[src/rtl/leg_pkg.sv]
`default_nettype none
// ============================================================================
//  Module      : leg_pkg
//  Description : Shared LEGv8 encoding definitions. Provides the request
//                operation kinds, the D-format and CB-format opcode
//                constants, and helpers that pack instruction fields into a
//                32-bit word. The encoder and the decoder-side sign-extension
//                path both use these constants.
//  Revision    : 1.0 - initial release
// ============================================================================
package leg_pkg;

    typedef enum logic [1:0] {
        OP_LDUR = 2'b00,
        OP_STUR = 2'b01,
        OP_CBZ  = 2'b10,
        OP_RSVD = 2'b11
    } op_kind_t;

    localparam logic [10:0] OPC_LDUR = 11'h7C2;
    localparam logic [10:0] OPC_STUR = 11'h7C0;
    localparam logic [7:0]  OPC_CBZ  = 8'hB4;

    // D-format: opcode | imm9 | op2 (always 00 here) | Rn | Rt
    function automatic logic [31:0] pack_d(input logic [10:0] opc,
                                           input logic [8:0]  imm9,
                                           input logic [4:0]  rn,
                                           input logic [4:0]  rt);
        return {opc, imm9, 2'b00, rn, rt};
    endfunction

    // CB-format: opcode | imm19 | Rt
    function automatic logic [31:0] pack_cb(input logic [7:0]  opc,
                                            input logic [18:0] imm19,
                                            input logic [4:0]  rt);
        return {opc, imm19, rt};
    endfunction

endpackage
`default_nettype wire

[src/rtl/inst_encoder_if.sv]
`default_nettype none
// ============================================================================
//  Module      : inst_encoder_if
//  Description : Request / output bus of the instruction encoder.
//                Request side : req_valid, req_ready, req_op, req_rt,
//                               req_rn, req_imm
//                Output side  : out_valid, out_ready, out_inst, out_addr
//                Status       : err (sticky), err_clr
//                'slave' is the encoder view, 'master' is the loader view.
//  Revision    : 1.0 - initial release
// ============================================================================
interface inst_encoder_if #(
    parameter int ADDR_W = 6
);
    import leg_pkg::*;

    logic              req_valid;
    logic              req_ready;
    op_kind_t          req_op;
    logic [4:0]        req_rt;
    logic [4:0]        req_rn;
    logic [63:0]       req_imm;
    logic              out_valid;
    logic              out_ready;
    logic [31:0]       out_inst;
    logic [ADDR_W-1:0] out_addr;
    logic              err;
    logic              err_clr;

    modport slave (
        input  req_valid, req_op, req_rt, req_rn, req_imm, out_ready, err_clr,
        output req_ready, out_valid, out_inst, out_addr, err
    );

    modport master (
        output req_valid, req_op, req_rt, req_rn, req_imm, out_ready, err_clr,
        input  req_ready, out_valid, out_inst, out_addr, err
    );

endinterface
`default_nettype wire

[src/rtl/inst_fifo2.sv]
`default_nettype none
// ============================================================================
//  Module      : inst_fifo2
//  Description : Small synchronous FIFO with valid/ready on both sides.
//                Built for DEPTH = 2 (pointers wrap naturally at a power of
//                two). Write side is ready whenever count < DEPTH; it never
//                looks at the read side, so there is no fall-through when
//                full. Contents reset to zero so the head reads 0 after reset.
//  Ports       : clk, reset (async, active-low)
//                i_wr_valid / o_wr_ready / i_wr_data   - push side
//                o_rd_valid / i_rd_ready / o_rd_data   - pop side
//  Revision    : 1.0 - initial release
// ============================================================================
module inst_fifo2 #(
    parameter int DATA_W = 32,
    parameter int DEPTH  = 2
) (
    input  wire logic              clk,
    input  wire logic              reset,
    input  wire logic              i_wr_valid,
    output logic                   o_wr_ready,
    input  wire logic [DATA_W-1:0] i_wr_data,
    output logic                   o_rd_valid,
    input  wire logic              i_rd_ready,
    output logic [DATA_W-1:0]      o_rd_data
);
    localparam int PTR_W = (DEPTH > 1) ? $clog2(DEPTH) : 1;
    localparam int CNT_W = $clog2(DEPTH + 1);

    logic [DATA_W-1:0] r_mem [DEPTH];
    logic [PTR_W-1:0]  r_wr_ptr;
    logic [PTR_W-1:0]  r_rd_ptr;
    logic [CNT_W-1:0]  r_count;

    logic w_push;
    logic w_pop;

    assign o_wr_ready = (r_count < CNT_W'(DEPTH));
    assign o_rd_valid = (r_count != '0);
    assign o_rd_data  = r_mem[r_rd_ptr];
    assign w_push     = i_wr_valid & o_wr_ready;
    assign w_pop      = o_rd_valid & i_rd_ready;

    always_ff @(posedge clk or negedge reset) begin
        if (!reset) begin
            r_wr_ptr <= '0;
            r_rd_ptr <= '0;
            r_count  <= '0;
            for (int i = 0; i < DEPTH; i++) begin
                r_mem[i] <= '0;
            end
        end else begin
            if (w_push) begin
                r_mem[r_wr_ptr] <= i_wr_data;
                r_wr_ptr        <= r_wr_ptr + PTR_W'(1);
            end
            if (w_pop) begin
                r_rd_ptr <= r_rd_ptr + PTR_W'(1);
            end
            // Simultaneous push and pop leaves the count unchanged.
            case ({w_push, w_pop})
                2'b10:   r_count <= r_count + CNT_W'(1);
                2'b01:   r_count <= r_count - CNT_W'(1);
                default: r_count <= r_count;
            endcase
        end
    end

endmodule
`default_nettype wire

[src/rtl/inst_encoder.sv]
`default_nettype none
// ============================================================================
//  Module      : inst_encoder
//  Description : Packs an operation kind, register fields and a 64-bit
//                sign-extended immediate into a LEGv8 instruction word
//                (LDUR/STUR D-format, CBZ CB-format), buffers it in a
//                2-entry FIFO and pairs it with a sequential imem write
//                address that advances on every pop.
//                Out-of-range immediates and the reserved op are consumed
//                without producing output and set a sticky error flag.
//  Ports       : clk   - system clock, rising edge
//                reset - asynchronous, active-low reset
//                bus   - inst_encoder_if.slave (request, output, err)
//  Revision    : 1.0 - initial release
// ============================================================================
module inst_encoder
    import leg_pkg::*;
#(
    parameter int ADDR_W     = 6,
    parameter int FIFO_DEPTH = 2
) (
    input  wire logic     clk,
    input  wire logic     reset,
    inst_encoder_if.slave bus
);
    logic [31:0]       w_inst;
    logic              w_legal;
    logic              w_d_fits;
    logic              w_cb_fits;
    logic              w_accept;
    logic              w_push;
    logic              w_reject;
    logic              w_fifo_wr_ready;
    logic              w_pop;
    logic              r_err;
    logic [ADDR_W-1:0] r_addr;

    // An immediate fits when every bit above the field is a copy of the
    // field's sign bit.
    assign w_d_fits  = (bus.req_imm[63:8]  == {56{bus.req_imm[8]}});
    assign w_cb_fits = (bus.req_imm[63:18] == {46{bus.req_imm[18]}});

    always_comb begin
        w_inst  = '0;
        w_legal = 1'b0;
        case (bus.req_op)
            OP_LDUR: begin
                w_inst  = pack_d(OPC_LDUR, bus.req_imm[8:0], bus.req_rn, bus.req_rt);
                w_legal = w_d_fits;
            end
            OP_STUR: begin
                w_inst  = pack_d(OPC_STUR, bus.req_imm[8:0], bus.req_rn, bus.req_rt);
                w_legal = w_d_fits;
            end
            OP_CBZ: begin
                w_inst  = pack_cb(OPC_CBZ, bus.req_imm[18:0], bus.req_rt);
                w_legal = w_cb_fits;
            end
            default: begin
                w_inst  = '0;
                w_legal = 1'b0;
            end
        endcase
    end

    // Acceptance depends only on FIFO occupancy, never on out_ready.
    assign w_accept = bus.req_valid & w_fifo_wr_ready;
    assign w_push   = w_accept & w_legal;
    assign w_reject = w_accept & ~w_legal;
    assign w_pop    = bus.out_valid & bus.out_ready;

    inst_fifo2 #(
        .DATA_W (32),
        .DEPTH  (FIFO_DEPTH)
    ) u_fifo (
        .clk        (clk),
        .reset      (reset),
        .i_wr_valid (w_push),
        .o_wr_ready (w_fifo_wr_ready),
        .i_wr_data  (w_inst),
        .o_rd_valid (bus.out_valid),
        .i_rd_ready (bus.out_ready),
        .o_rd_data  (bus.out_inst)
    );

    // The write address only advances when an entry leaves the FIFO, so a
    // rejected request never consumes an address.
    always_ff @(posedge clk or negedge reset) begin
        if (!reset) begin
            r_addr <= '0;
        end else if (w_pop) begin
            r_addr <= r_addr + ADDR_W'(1);
        end
    end

    // Setting wins over clearing in the same cycle.
    always_ff @(posedge clk or negedge reset) begin
        if (!reset) begin
            r_err <= 1'b0;
        end else if (w_reject) begin
            r_err <= 1'b1;
        end else if (bus.err_clr) begin
            r_err <= 1'b0;
        end
    end

    assign bus.req_ready = w_fifo_wr_ready;
    assign bus.out_addr  = r_addr;
    assign bus.err       = r_err;

endmodule
`default_nettype wire

[src/flat_wrapper.sv]
// flat-port wrapper written by rule: the top's interface ports become plain ports
module inst_encoder_flat import leg_pkg::*;
#(
    parameter int ADDR_W     = 6,
    parameter int FIFO_DEPTH = 2
)
  (clk, reset, bus_req_valid, bus_req_op, bus_req_rt, bus_req_rn, bus_req_imm, bus_out_ready, bus_err_clr, bus_req_ready, bus_out_valid, bus_out_inst, bus_out_addr, bus_err);
  inst_encoder_if #(.ADDR_W(ADDR_W)) bus_i ();
  input  wire logic clk;
  input  wire logic reset;
  input wire logic [$bits(bus_i.req_valid)-1:0] bus_req_valid;
  input wire logic [$bits(bus_i.req_op)-1:0] bus_req_op;
  input wire logic [$bits(bus_i.req_rt)-1:0] bus_req_rt;
  input wire logic [$bits(bus_i.req_rn)-1:0] bus_req_rn;
  input wire logic [$bits(bus_i.req_imm)-1:0] bus_req_imm;
  input wire logic [$bits(bus_i.out_ready)-1:0] bus_out_ready;
  input wire logic [$bits(bus_i.err_clr)-1:0] bus_err_clr;
  output wire logic [$bits(bus_i.req_ready)-1:0] bus_req_ready;
  output wire logic [$bits(bus_i.out_valid)-1:0] bus_out_valid;
  output wire logic [$bits(bus_i.out_inst)-1:0] bus_out_inst;
  output wire logic [$bits(bus_i.out_addr)-1:0] bus_out_addr;
  output wire logic [$bits(bus_i.err)-1:0] bus_err;
  assign bus_i.req_valid = bus_req_valid;
  assign bus_i.req_op = bus_req_op;
  assign bus_i.req_rt = bus_req_rt;
  assign bus_i.req_rn = bus_req_rn;
  assign bus_i.req_imm = bus_req_imm;
  assign bus_i.out_ready = bus_out_ready;
  assign bus_i.err_clr = bus_err_clr;
  assign bus_req_ready = bus_i.req_ready;
  assign bus_out_valid = bus_i.out_valid;
  assign bus_out_inst = bus_i.out_inst;
  assign bus_out_addr = bus_i.out_addr;
  assign bus_err = bus_i.err;
  inst_encoder #(.ADDR_W(ADDR_W), .FIFO_DEPTH(FIFO_DEPTH)) u_core (.clk(clk), .reset(reset), .bus(bus_i));
endmodule
[config.mk]
export PLATFORM = sky130hd
export DESIGN_NAME = inst_encoder_flat
export DESIGN_NICKNAME = d
export VERILOG_FILES = /design/src/rtl/leg_pkg.sv /design/src/rtl/inst_encoder_if.sv /design/src/rtl/inst_fifo2.sv /design/src/rtl/inst_encoder.sv /design/src/flat_wrapper.sv
export SDC_FILE = /design/constraint.sdc
export NUM_CORES = 1
export LEC_CHECK = 0
export CAP_MARGIN = 20
export CORE_MARGIN = 1
export CORE_UTILIZATION = 42
export DETAILED_ROUTE_END_ITERATION = 12
export HOLD_SLACK_MARGIN = 0.05
export PLACE_DENSITY = 0.77
export SYNTH_ARGS = -nofsm -noshare
export SYNTH_HDL_FRONTEND = slang
export SYNTH_SLANG_ARGS = --single-unit
[constraint.sdc]
create_clock -name clk -period 2.3 [get_ports clk]
set_input_delay 0.69 -clock clk [delete_from_list [all_inputs] [get_ports clk]]
set_output_delay 0.69 -clock clk [all_outputs]
set_load 0.02 [all_outputs]
Yosys cells after proc, flatten, opt, wreduce, memory -nomap -nowiden
Cells that the tools add are included.
- flip-flop bits (word level): 75
- logic and storage cells: 47
- input port bits: 81
- output and inout bits: 41
- eq/ne operators: 6
- reduce and logical (&&, ||, !) cells: 6
- magnitude comparators: 4
- bitwise gates (word level): 8
- $add $sub $neg: 5
- multiplexer cells: 11
- operator list (operator ; count):
    $mux W32 ; 4
    $pmux W32 S3 ; 1
    $bwmux W64 ; 1
    $eq A55 B55 Y1 ; 1
    $eq A45 B45 Y1 ; 1
    $demux W32 S1 ; 1
    $add A6 B1 Y6 const B ; 1
    $reduce_bool A2 Y1 ; 3
    $and A1 B1 Y1 ; 5
    $eq A2 B1 Y1 const B ; 2
    $eq A2 B2 Y1 const B ; 2
    $ge A2 B2 Y1 const B ; 2
    $not A1 Y2 ; 2
    $pmux W2 S2 ; 1
    $add A1 B1 Y1 const B ; 2
    $add A2 B1 Y2 const B ; 1
    $logic_not A2 Y1 ; 1
    $lt A2 B1 Y1 const B ; 1
    $lt A2 B2 Y1 const B ; 1
    $mux W1 ; 2
    $pmux W1 S2 ; 1
    $reduce_or A2 Y1 ; 1
    $sub A2 B1 Y2 const B ; 1
    $logic_and A1 B1 Y1 ; 1
    $not A1 Y1 ; 1

Depth between registers and ports, before layout
Gate-level depths: netlist of run 1.
- depth in word-level cells: 7
- depth in mapped cells: 10
- depth with buffers taken out: 9

Hierarchy
From an unflattened synthesis of run 1, not the netlist that was laid out.
- cells, all modules: 308
- area, all modules: 3908.7 um^2
- by module, submodules not included (module ; times used ; cells an instance ; area each (um^2) ; sequential area each (um^2)):
    inst_fifo2 ; 1 ; 187 ; 2997.9 ; 1701.6
    inst_encoder ; 1 ; 121 ; 910.9 ; 175.2

Worst setup path before layout of run 1
No wires, ideal clock.
- path kind: input -> register
- start point: input bus_req_imm[8]
- end point: register u_core.u_fifo.r_count[1]
- stages on the path: 9
- buffers on the path: 1
- required time: 2220 ps
- arrival: 2824 ps
- slack: -604 ps
- library setup time: 80 ps
- path through: buf_2 -> nor4_1 -> a21oi_1 -> or3b_1 -> a2111oi_4 -> o21ai_0 -> ha_1 -> nor2_1 -> xnor2_1
- cells in the longest elaborated chain, start to end: 6
- elaborated cells on any way between the ends: 8
- those cells by class: eq/ne: 3; mux: 2; bitwise: 2; reduce/logical: 1
- RTL lines (item ; RTL line ; text):
    from (decl) ; flat_wrapper.sv:15 ; input wire logic [$bits(bus_i.req_imm)-1:0] bus_req_imm;
    $eq A55 B55 Y1 * ; inst_encoder.sv:40 ; assign w_d_fits = (bus.req_imm[63:8] == {56{bus.req_imm[8]}});
    $pmux W1 S2 * ; inst_encoder.sv:46 ; case (bus.req_op)
    $and A1 B1 Y1 * ; inst_encoder.sv:68 ; assign w_push = w_accept & w_legal;
    $and A1 B1 Y1 * ; inst_fifo2.sv:41 ; assign w_push = i_wr_valid & o_wr_ready;
    $eq A2 B1 Y1 or $eq A2 B2 Y1 (tied branches) ; inst_fifo2.sv:61 ; case ({w_push, w_pop})
    $pmux W2 S2 or $reduce_bool A2 Y1 (tied branches) ; n/a ;
    to (signal assigned) ; inst_fifo2.sv:62 ; 2'b10: r_count <= r_count + CNT_W'(1);
    to (signal assigned) ; inst_fifo2.sv:63 ; 2'b01: r_count <= r_count - CNT_W'(1);
    to (signal assigned) ; inst_fifo2.sv:64 ; default: r_count <= r_count;
    to (decl) ; inst_fifo2.sv:33 ; logic [CNT_W-1:0] r_count;
Mark *: on every way between the ends. The rest lies on a longest branch, timed or not.
A chain may end at the register's enable or synchronous reset.

Final worst setup path of run 1
- start point: input bus_req_imm[52]
- end point: register u_core.u_fifo.r_mem[13] in the netlist's numbering
- cells in the longest elaborated chain, start to end: 4
- elaborated cells on any way between the ends: 5
- those cells by class: eq/ne: 2; mux: 1; bitwise: 2
- RTL lines (item ; RTL line ; text):
    $eq A55 B55 Y1 or $eq A45 B45 Y1 (tied branches) ; inst_encoder.sv:40, inst_encoder.sv:41 ;
    $pmux W1 S2 * ; inst_encoder.sv:46 ;
    $and A1 B1 Y1 * ; inst_encoder.sv:68 ;
    $and A1 B1 Y1 * ; inst_fifo2.sv:41 ;
    to (signal, indexed assignment) ; inst_fifo2.sv:54 ; r_mem[r_wr_ptr] <= i_wr_data;
    to (decl) ; inst_fifo2.sv:30 ; logic [DATA_W-1:0] r_mem [DEPTH];
Marked as above.

==> results.json, run 1 <==
{
  "outcome": "finished with violations",
  "violations": "setup timing",
  "wl_um": 9590,
  "tightestPinTransition_ps": 549,
  "utilization_pct": 65.5,
  "hold_class": "in -> async",
  "mostFrequentLayoutCell": "dfrtp_1",
  "diodes": 0,
  "drtIter0Drc": 93,
  "ctsHtreeMaxLevel": 3,
  "netlist_instances": 318,
  "setup_viol": 57,
  "cp.required_ps": 2520,
  "drcViolationCount": 0,
  "combPwrFrac_pct": 30.5,
  "fin_total_pwr_w": 0.00331,
  "clkLatencyLatePin_ps": 330,
  "cp-start-kind": "input port",
  "grt_max_degree": 36,
  "synth-xor-area-share_pct": 2.36,
  "coreArea_um2": 8380,
  "cts_sinks": 65,
  "fmax_ghz": 0.363,
  "ios": 122,
  "antenna_found_initial": 0,
  "initial_utilization_pct": 44.3,
  "cts_buffers": 9,
  "critPathCaptureType": "flop",
  "syn2layout_area_growth_pct": 47.8,
  "die_h_um": 96.0,
  "p_int_w": 0.00228,
  "slowest_delay_ps": 540,
  "cts_buffer_depth": 2,
  "final_cells": 576,
  "nNetsFinal": 549,
  "fin_setup_tns_ps": -23660,
  "fillCellCount": 662,
  "synth-compound-area-share_pct": 6.30,
  "gp_congestion": 0.802,
  "grt_pass1_vias": 3191,
  "synth_top_family_by_area": "multiplexers",
  "synthAdderAreaFrac_pct": 0.674,
  "syn-cell-area_um2": 3710,
  "p_clk_share_pct": 29.6,
  "wl_per_cell_um": 16.7,
  "p_leak_nw": 2.72,
  "path_cells": "buf_6 -> or4_4 -> nor4_4 -> a32oi_2 -> a2111oi_4 -> buf_4 -> o211ai_4 -> buf_12 -> mux2_4",
  "viasPerCell": 5.24,
  "synth_edf_count": 0,
  "cts_tree": "built",
  "final_cell_mix": "dfrtp_1, clkdlybuf4s50_1, mux2_2",
  "drtPass1Iterations": 4,
  "synth_area_per_cell_um2": 11.7,
  "ys_warn_count": 0,
  "seqPwrFrac_pct": 39.8,
  "grt_pass1_wl_um": 15500,
  "portBuffers": 119,
  "switching_power_w": 0.00103,
  "hold_violations": 0,
  "critical_path_arrival_ps": 2970,
  "grt_use_total_pct": 22.6,
  "finalMaxSlewViolations": 0,
  "p_sw_share_pct": 31.2,
  "ir_drop_mv": 0.506,
  "synth_cell_types": 39,
  "gr-total-overflow": 0,
  "clkSlewWorstSetupHoldPaths_ps": 80,
  "clockRootBuffer": "clkbuf_8",
  "layout_min_cycle_time_ps": 2760,
  "rsz0062_at_grt": "true",
  "synth-seq-cells": 65,
  "critPathKind": "in -> reg",
  "setup_ws_ps": -456,
  "synthFlopType": "dfrtp_1",
  "yosys.area_share.simple_pct": 14.2,
  "die-area_um2": 9220,
  "hpwl_um": 7060,
  "ant_nets": 0,
  "path_max_fanout": 13,
  "maxCapViolations": 0,
  "fin_crit_sh_pct": 120,
  "cpMaxStageDelayCell": "or4_4",
  "vias": 3021,
  "fin_skew_ps": 6.30,
  "place_inst": 555,
  "holdWs_ps": 328,
  "fp.dieW_um": 96.0,
  "rows": 33,
  "muxShareOfSynthArea_pct": 27.2,
  "powerDensity_nw_per_um2": 603,
  "slew_headroom_pct": 63.4,
  "drive_gt1_share_pct": 37.6,
  "async_flop_share_pct": 100,
  "ys_seq_area_share_pct": 43.8,
  "cts_hold_buf": 0
}
[critical path: cells and delay by family]
kind                   cells  cell delay, ps
AO/OA/AOI/OAI              3             640
buffers and inverters      3             500
multiplexers               1             290
AND/OR/NAND/NOR            2             840
[cell usage after synthesis, types with 2 or more instances]
cell type  count  share of area [%]
buf_4          5                1.0
nand2b_1       2               0.34
nand3_1        5               0.67
nor3_1         7               0.94
and4_1         2               0.47
mux2_4        36                 15
nor4_1         9                1.5
nor2_1         9               0.91
and2_1         9                1.5
nand2_1       25                2.5
clkbuf_1       7               0.71
buf_6          4                1.2
nand4_1       14                2.4
o21ai_0       18                2.4
xnor2_1        9                2.1
a32oi_1        2               0.47
a2111oi_4      2                1.5
a21oi_1        4               0.54
mux2i_1        2               0.54
o211ai_4       2                1.1
inv_1         21                2.1
mux2_2        40                 12
dfrtp_1       65                 44
ha_1           2               0.67
or4_1          3               0.61
[final cells by class]
type                            instances  area, um2  area share, %
Clock buffer                           11        141           2.58
Multi-Input combinational cell        215       2020           36.8
Inverter                               21       78.8           1.44
Sequential cell                        65       1630           29.7
Clock inverter                          5       55.1           1.00
Tap cell                              105        131           2.39
Timing Repair Buffer                  154       1430           26.1
[layer usage]
metal,global-route usage [%],part of all wire [%]
met3,5.85,6.5
met2,39.5,50
met5,0,0
met4,6.47,1.3
met1,27.3,42
[metrics by stage]
stage	worst slack, ps	cell area [um2]
after CTS	-423	5510
after floorplan	-545	3720
after detailed placement	-1040	5240
after global placement	-991	5240
final	-456	5490
after global routing	-499	5490
[path summary, 6_finish.rpt]
check / startpoint / end / slack (ps) / cells past startpoint
max: bus_req_imm[52] / u_core.u_fifo.r_mem[13] / -460 / 9
min: reset / u_core.u_fifo.r_mem[8] / 330 / 1
max reg2reg: u_core.u_fifo.r_count[1] / u_core.u_fifo.r_count[1] / 710 / 6
min reg2reg: u_core.bus.out_addr[5] / u_core.bus.out_addr[5] / 480 / 1
max in group asynchronous: reset / u_core.u_fifo.r_rd_ptr / 1380 / 2
min in group clk: u_core.bus.out_addr[5] / u_core.bus.out_addr[5] / 480 / 1
[what timing repair did]
item	4_1_cts	5_1_grt
pin swaps	12	0
endpoints found under the setup margin	88	87
cloned	2	0
setup buffers	2	1
resized for setup	128	45
[sequential cells by signal, summed over array words and instances, names as in the netlist]
| register | count |
|---|---|
| u_core.u_fifo.r_mem | 54 |
| u_core.bus.out_addr | 6 |
| u_core.u_fifo.r_count | 2 |
| u_core.bus.err | 1 |
| u_core.u_fifo.r_rd_ptr | 1 |
| u_core.u_fifo.r_wr_ptr | 1 |
[cells by family (layout without fill, tap and decap cells)]
group | after synthesis | after routing
AO/OA/AOI/OAI | 29 | 29
XOR/XNOR | 10 | 10
adder cells (fa/ha/maj) | 2 | 2
buffers and inverters | 39 | 191
flip-flops | 65 | 65
multiplexers | 78 | 78
other | 1 | 2
AND/OR/NAND/NOR | 94 | 94
[power groups by stage]
stage | Clock (W) | Combinational, W | Sequential (W)
5_1_grt | 0.00106 | 0.00109 | 0.00133
3_5_place_dp | 0 | 0.00104 | 0.00134
4_1_cts | 0.000999 | 0.00102 | 0.00132
6_report | 0.000980 | 0.00101 | 0.00132
3_3_place_gp | 0 | 0.00103 | 0.00133
2_1_floorplan | 0 | 0.000454 | 0.00138
Power figures use the tool's default switching activity.
==> run 2: changes to the inputs <==
ABC_CLOCK_PERIOD_IN_PS = 2300   (was unset)
PLACE_DENSITY = 0.85   (was 0.77)
==> run 2 against run 1 <==
- the flow still finishes with violations (setup timing)
- clock skew grew 3.1 ps
- cell count down 0.52%
- design area is essentially flat
- sequential power about the same
- total power is 6.7% higher
- via count up 0.60%
- global-route usage increased by 0.22 points
- critical endpoint is now u_core.u_fifo.r_mem[52]
==> results.json, run 2 (synthesized netlist as in run 1, its figures left out) <==
{
  "outcome": "finished with violations",
  "violations": "setup timing",
  "final_cells": 573,
  "hold_violations": 0,
  "vias": 3039,
  "place_inst": 553,
  "reg2reg_from": "u_core.u_fifo.r_count[1]",
  "holdWs_ps": 362,
  "rows": 33,
  "final_cell_area_um2": 5480,
  "drcViolationCount": 0,
  "reg2regPathDepth": 4,
  "mostFrequentLayoutCell": "dfrtp_1",
  "final_cell_mix": "dfrtp_1, mux2_2, clkdlybuf4s50_1",
  "rsz0062_at_grt": "true",
  "ios": 122,
  "drtPass1Iterations": 4,
  "largest_reg_flops": 54,
  "wl_um": 10100,
  "die_h_um": 96.0,
  "r2r_setup_slack_ps": 720,
  "cpMaxStageDelayCell": "clkdlybuf4s50_1",
  "utilization_pct": 65.4,
  "portBuffers": 119,
  "slowest_delay_ps": 550,
  "layout_min_cycle_time_ps": 2750,
  "hold_class": "in -> async",
  "tightestPinTransition_ps": 652,
  "hpwl_um": 7160,
  "fin_skew_ps": 9.41,
  "slew_headroom_pct": 56.5,
  "viasPerCell": 5.30,
  "cts_buffers": 9,
  "grt_pass1_vias": 3335,
  "ctsHtreeMaxLevel": 3,
  "setup_ws_ps": -449,
  "finalMaxSlewViolations": 0,
  "p_leak_nw": 2.78,
  "wl_per_cell_um": 17.6,
  "fmax_ghz": 0.364,
  "die-area_um2": 9220,
  "cp.required_ps": 2530,
  "critical_path_arrival_ps": 2980,
  "nNetsFinal": 546,
  "cp-start-kind": "input port",
  "coreArea_um2": 8380,
  "grt_use_total_pct": 22.8,
  "ir_drop_mv": 0.375,
  "cts_tree": "built",
  "antenna_found_initial": 0,
  "cts_sinks": 65,
  "syn2layout_area_growth_pct": 47.7,
  "path_max_fanout": 7,
  "critPathCaptureType": "flop",
  "setup_viol": 58,
  "clockRootBuffer": "clkbuf_8",
  "grt_max_degree": 39,
  "r2r_end": "u_core.u_fifo.r_mem[52]",
  "fin_crit_sh_pct": 120,
  "diodes": 0,
  "grt_pass1_wl_um": 15800,
  "drtIter0Drc": 126,
  "drive_gt1_share_pct": 43.2,
  "initial_utilization_pct": 44.3,
  "critPathKind": "in -> reg",
  "gp_congestion": 0.851,
  "cts_buffer_depth": 2,
  "clkLatencyLatePin_ps": 340,
  "clkSlewWorstSetupHoldPaths_ps": 80,
  "fp.dieW_um": 96.0,
  "placed_area_um2": 5210,
  "path_cells": "clkdlybuf4s50_1 -> nand3_1 -> nor3_2 -> a32oi_2 -> a2111oi_4 -> buf_6 -> o211ai_4 -> clkbuf_16 -> mux2_4",
  "powerDensity_nw_per_um2": 644,
  "gr-total-overflow": 0,
  "regMostFlops": "u_core.u_fifo.r_mem",
  "dp_slack_ps": -1060,
  "ant_nets": 0,
  "maxCapViolations": 0
}
run 2: critical path, delay by kind of cell:
family,cells,cell delay (ps)
and+or+nand+nor,2,390
AOI/OAI and AO/OA,3,660
buffers and inverters,3,950
muxes,1,290
run 2: cell type report:
cell class                 count  area, um2
clock buffer                   9        124
sequential                    65       1630
fill                         655       2900
inverter                      21       78.8
multi-input combinational    215       2080
tap                          105        131
timing repair buffer         151       1330
clock inverter                 7        119
run 2: stage by stage:
stage	setup TNS (ps)	total power, W
3_3_place_gp	-52860	0.00233
3_5_place_dp	-55780	0.00235
2_1_floorplan	-25560	0.00183
4_1_cts	-14510	0.00352
6_report	-22690	0.00353
5_1_grt	-24470	0.00369
run 2: what timing repair did:
item	in CTS	in global routing
pin swaps	14	18
gates cloned	1	0
buffers inserted	3	1
hold buffers	0	0
resized for setup	176	61
setup endpoints to repair	89	82
run 2: routing by layer:
metal / wire, um / track usage [%]
met3: 621 / 4.42
met1: 4000 / 25.5
met5: 0 / 0
met4: 226 / 9.33
met2: 5240 / 42.2
run 2: worst max-delay path by stage:
| stage | startpoint | to | slack, ps | cells past startpoint |
|---|---|---|---|---|
| floorplan | bus_req_imm[51] | u_core.u_fifo.r_count[1] | -550 | 8 |
| global placement | bus_req_imm[21] | u_core.u_fifo.r_count[1] | -1010 | 10 |
| detailed placement | bus_req_imm[21] | u_core.u_fifo.r_count[1] | -1060 | 10 |
| CTS | bus_req_imm[60] | u_core.u_fifo.r_mem[45] | -300 | 9 |
| global route | bus_req_imm[20] | u_core.u_fifo.r_count[1] | -490 | 11 |
| finish | bus_req_imm[19] | u_core.u_fifo.r_mem[52] | -450 | 9 |
run 2: report_power, final:
group	total [W]	switching [W]	internal, W
clock network	0.00119	0.000466	0.000720
registers	0.00131	0.0000810	0.00123
logic	0.00104	0.000512	0.000525
==> run 3: changes to the inputs <==
--- a/constraint.sdc
+++ b/constraint.sdc
@@ -3,2 +3,2 @@
 set_output_delay 0.69 -clock clk [all_outputs]
-set_load 0.02 [all_outputs]
+set_load 0.01 [all_outputs]
==> run 3 against run 2 <==
- utilization rose by 1.7 points
- largest power group unchanged
- die area did not move
- the run still ends with setup timing left
- critical path type unchanged
- design area rose by 2.6%
- hold slack got worse by 39 ps
- critical path depth did not move
- via count grew 4.9%
- fmax is 1.1% higher
- worst setup slack gained 29 ps
- register-to-register slack worse by 30 ps
- clock power is 25% lower
- combinational power grew 9.6%
==> results.json, run 3 (synthesized netlist as in run 1, its figures left out) <==
{
  "cp_num_cells": 9,
  "cts_buffers": 9,
  "combPwrFrac_pct": 33.9,
  "die-area_um2": 9220,
  "clkSlewWorstSetupHoldPaths_ps": 80,
  "cpMaxStageDelayCell": "or3b_4",
  "critical_path.endpoint": "u_core.u_fifo.r_mem[23]",
  "setup_ws_ps": -420,
  "outcome": "finished with violations",
  "drive_gt1_share_pct": 44.0,
  "initial_utilization_pct": 44.3,
  "grt_max_degree": 42,
  "nNetsFinal": 558,
  "drtPass1Iterations": 4,
  "reg2regPathDepth": 7,
  "grt_pass1_vias": 3353,
  "tightestPinTransition_ps": 536,
  "wl_per_cell_um": 18.4,
  "seqPwrFrac_pct": 39.5,
  "cts_tree": "built",
  "cts_buffer_depth": 2,
  "p_int_w": 0.00229,
  "viasPerCell": 5.45,
  "cp.required_ps": 2540,
  "hold_violations": 0,
  "fp.dieW_um": 96.0,
  "gr-total-overflow": 0,
  "slowest_delay_ps": 420,
  "critPathKind": "in -> reg",
  "critPathTopFamily": "simple AND/OR/NAND/NOR gates",
  "path_buf_inv": 3,
  "rsz0062_at_grt": "true",
  "fillCellCount": 636,
  "critPathCaptureType": "flop",
  "final_cells": 585,
  "maxCapViolations": 0,
  "drtIter0Drc": 91,
  "regMostFlops": "u_core.u_fifo.r_mem",
  "clkLatencyLatePin_ps": 340,
  "grt_use_total_pct": 24.0,
  "largest_reg_flops": 54,
  "setup_viol": 57,
  "critical_path_arrival_ps": 2960,
  "fin_setup_tns_ps": -21330,
  "gp_congestion": 0.801,
  "r2r_end": "u_core.u_fifo.r_count[1]",
  "cts_sinks": 65,
  "vias": 3188,
  "portBuffers": 119,
  "clockRootBuffer": "clkbuf_8",
  "hold_class": "in -> async",
  "cp-start-kind": "input port",
  "fin_crit_sh_pct": 118,
  "place_inst": 551,
  "slew_headroom_pct": 64.3,
  "wl_um": 10800,
  "ios": 122,
  "finalMaxSlewViolations": 0,
  "die_h_um": 96.0,
  "layout_min_cycle_time_ps": 2720,
  "rows": 33,
  "mostFrequentLayoutCell": "dfrtp_1",
  "path_max_fanout": 6,
  "crit_start": "bus_req_imm[8]",
  "reg2reg_from": "u_core.u_fifo.r_count[0]",
  "antenna_found_initial": 0,
  "syn2layout_area_growth_pct": 51.5,
  "p_clk_share_pct": 26.6,
  "final_cell_mix": "dfrtp_1, clkdlybuf4s50_1, mux2_2",
  "violations": "setup timing",
  "drcViolationCount": 0,
  "ant_nets": 0,
  "ir_drop_mv": 0.322,
  "fmax_ghz": 0.368,
  "grt_pass1_wl_um": 16300,
  "hpwl_um": 7050,
  "path_cells": "clkdlybuf4s15_1 -> nor4_2 -> a21oi_1 -> or3b_4 -> a2111oi_4 -> buf_6 -> o211ai_4 -> clkbuf_16 -> mux2_4",
  "coreArea_um2": 8380,
  "holdWs_ps": 323,
  "p_sw_share_pct": 32.0,
  "utilization_pct": 67.1,
  "diodes": 0,
  "fin_skew_ps": 11.4,
  "r2r_setup_slack_ps": 690,
  "ctsHtreeMaxLevel": 3,
  "powerDensity_nw_per_um2": 598,
  "switching_power_w": 0.00108,
  "p_leak_nw": 2.83
}
run 3: cell types whose count changed in the layout (fill, tap and decap cells not counted), sizes merged:
cell / before / now
clkdlybuf4s15: 7 / 15
bufinv: 3 / 0
clkbuf: 35 / 26
dlygate4sd2: 22 / 19
clkinvlp: 2 / 4
clkdlybuf4s50: 39 / 43
dlymetal6s2s: 6 / 3
buf: 51 / 67
run 3: power by group through the flow:
stage	Clock [W]	Combinational [W]	Sequential [W]
after floorplan	0	0.000421	0.00134
after global placement	0	0.000923	0.00133
after detailed placement	0	0.000959	0.00133
after CTS	0.000901	0.00110	0.00133
after global routing	0.000956	0.00121	0.00134
final	0.000894	0.00114	0.00133
run 3: repair_timing:
action                     CTS  global route
setup endpoints to repair   88            72
gates resized for setup    195            56
setup buffers                7             4
hold buffers                 0             0
pin swaps                   26            18
gates cloned                 5             3
run 3: layout make-up:
| type | count | area (um2) | share of cell area (%) |
|---|---|---|---|
| clock buffer | 10 | 138 | 2.45 |
| clock inverter | 6 | 43.8 | 0.779 |
| inverter | 21 | 78.8 | 1.40 |
| multi-input combinational | 215 | 2070 | 36.8 |
| sequential | 65 | 1630 | 28.9 |
| tap | 105 | 131 | 2.34 |
| timing repair buffer | 163 | 1540 | 27.3 |
run 3: per-layer routing:
metal / GRT usage, % / vias up / wire (um)
met5: 0 / - / 0
met4: 9.20 / 0 / 214
met3: 4.74 / 23 / 628
met2: 43.9 / 161 / 5590
met1: 27.2 / 1563 / 4340
li1: - / 1441 / -
run 3: how the worst min path moves through the flow:
stage | to | slack (ps) | startpoint | depth (start not counted)
global placement | u_core.u_fifo.r_mem[29] | 450 | u_core.u_fifo.r_mem[29] | 1
floorplan | u_core.bus.err | 390 | reset | 0
CTS | u_core.u_fifo.r_mem[43] | 320 | reset | 2
finish | u_core.u_fifo.r_mem[43] | 320 | reset | 2
detailed placement | u_core.u_fifo.r_mem[61] | 450 | u_core.u_fifo.r_mem[61] | 1
global route | u_core.u_fifo.r_mem[43] | 340 | reset | 2
run 3: per-stage QoR:
step	area, um2	setup slack [ps]	total power [W]
after floorplan	3720	-545	0.00176
after global placement	5170	-996	0.00225
after detailed placement	5170	-1130	0.00229
after CTS	5520	-427	0.00333
after global routing	5620	-476	0.00351
final	5620	-420	0.00336
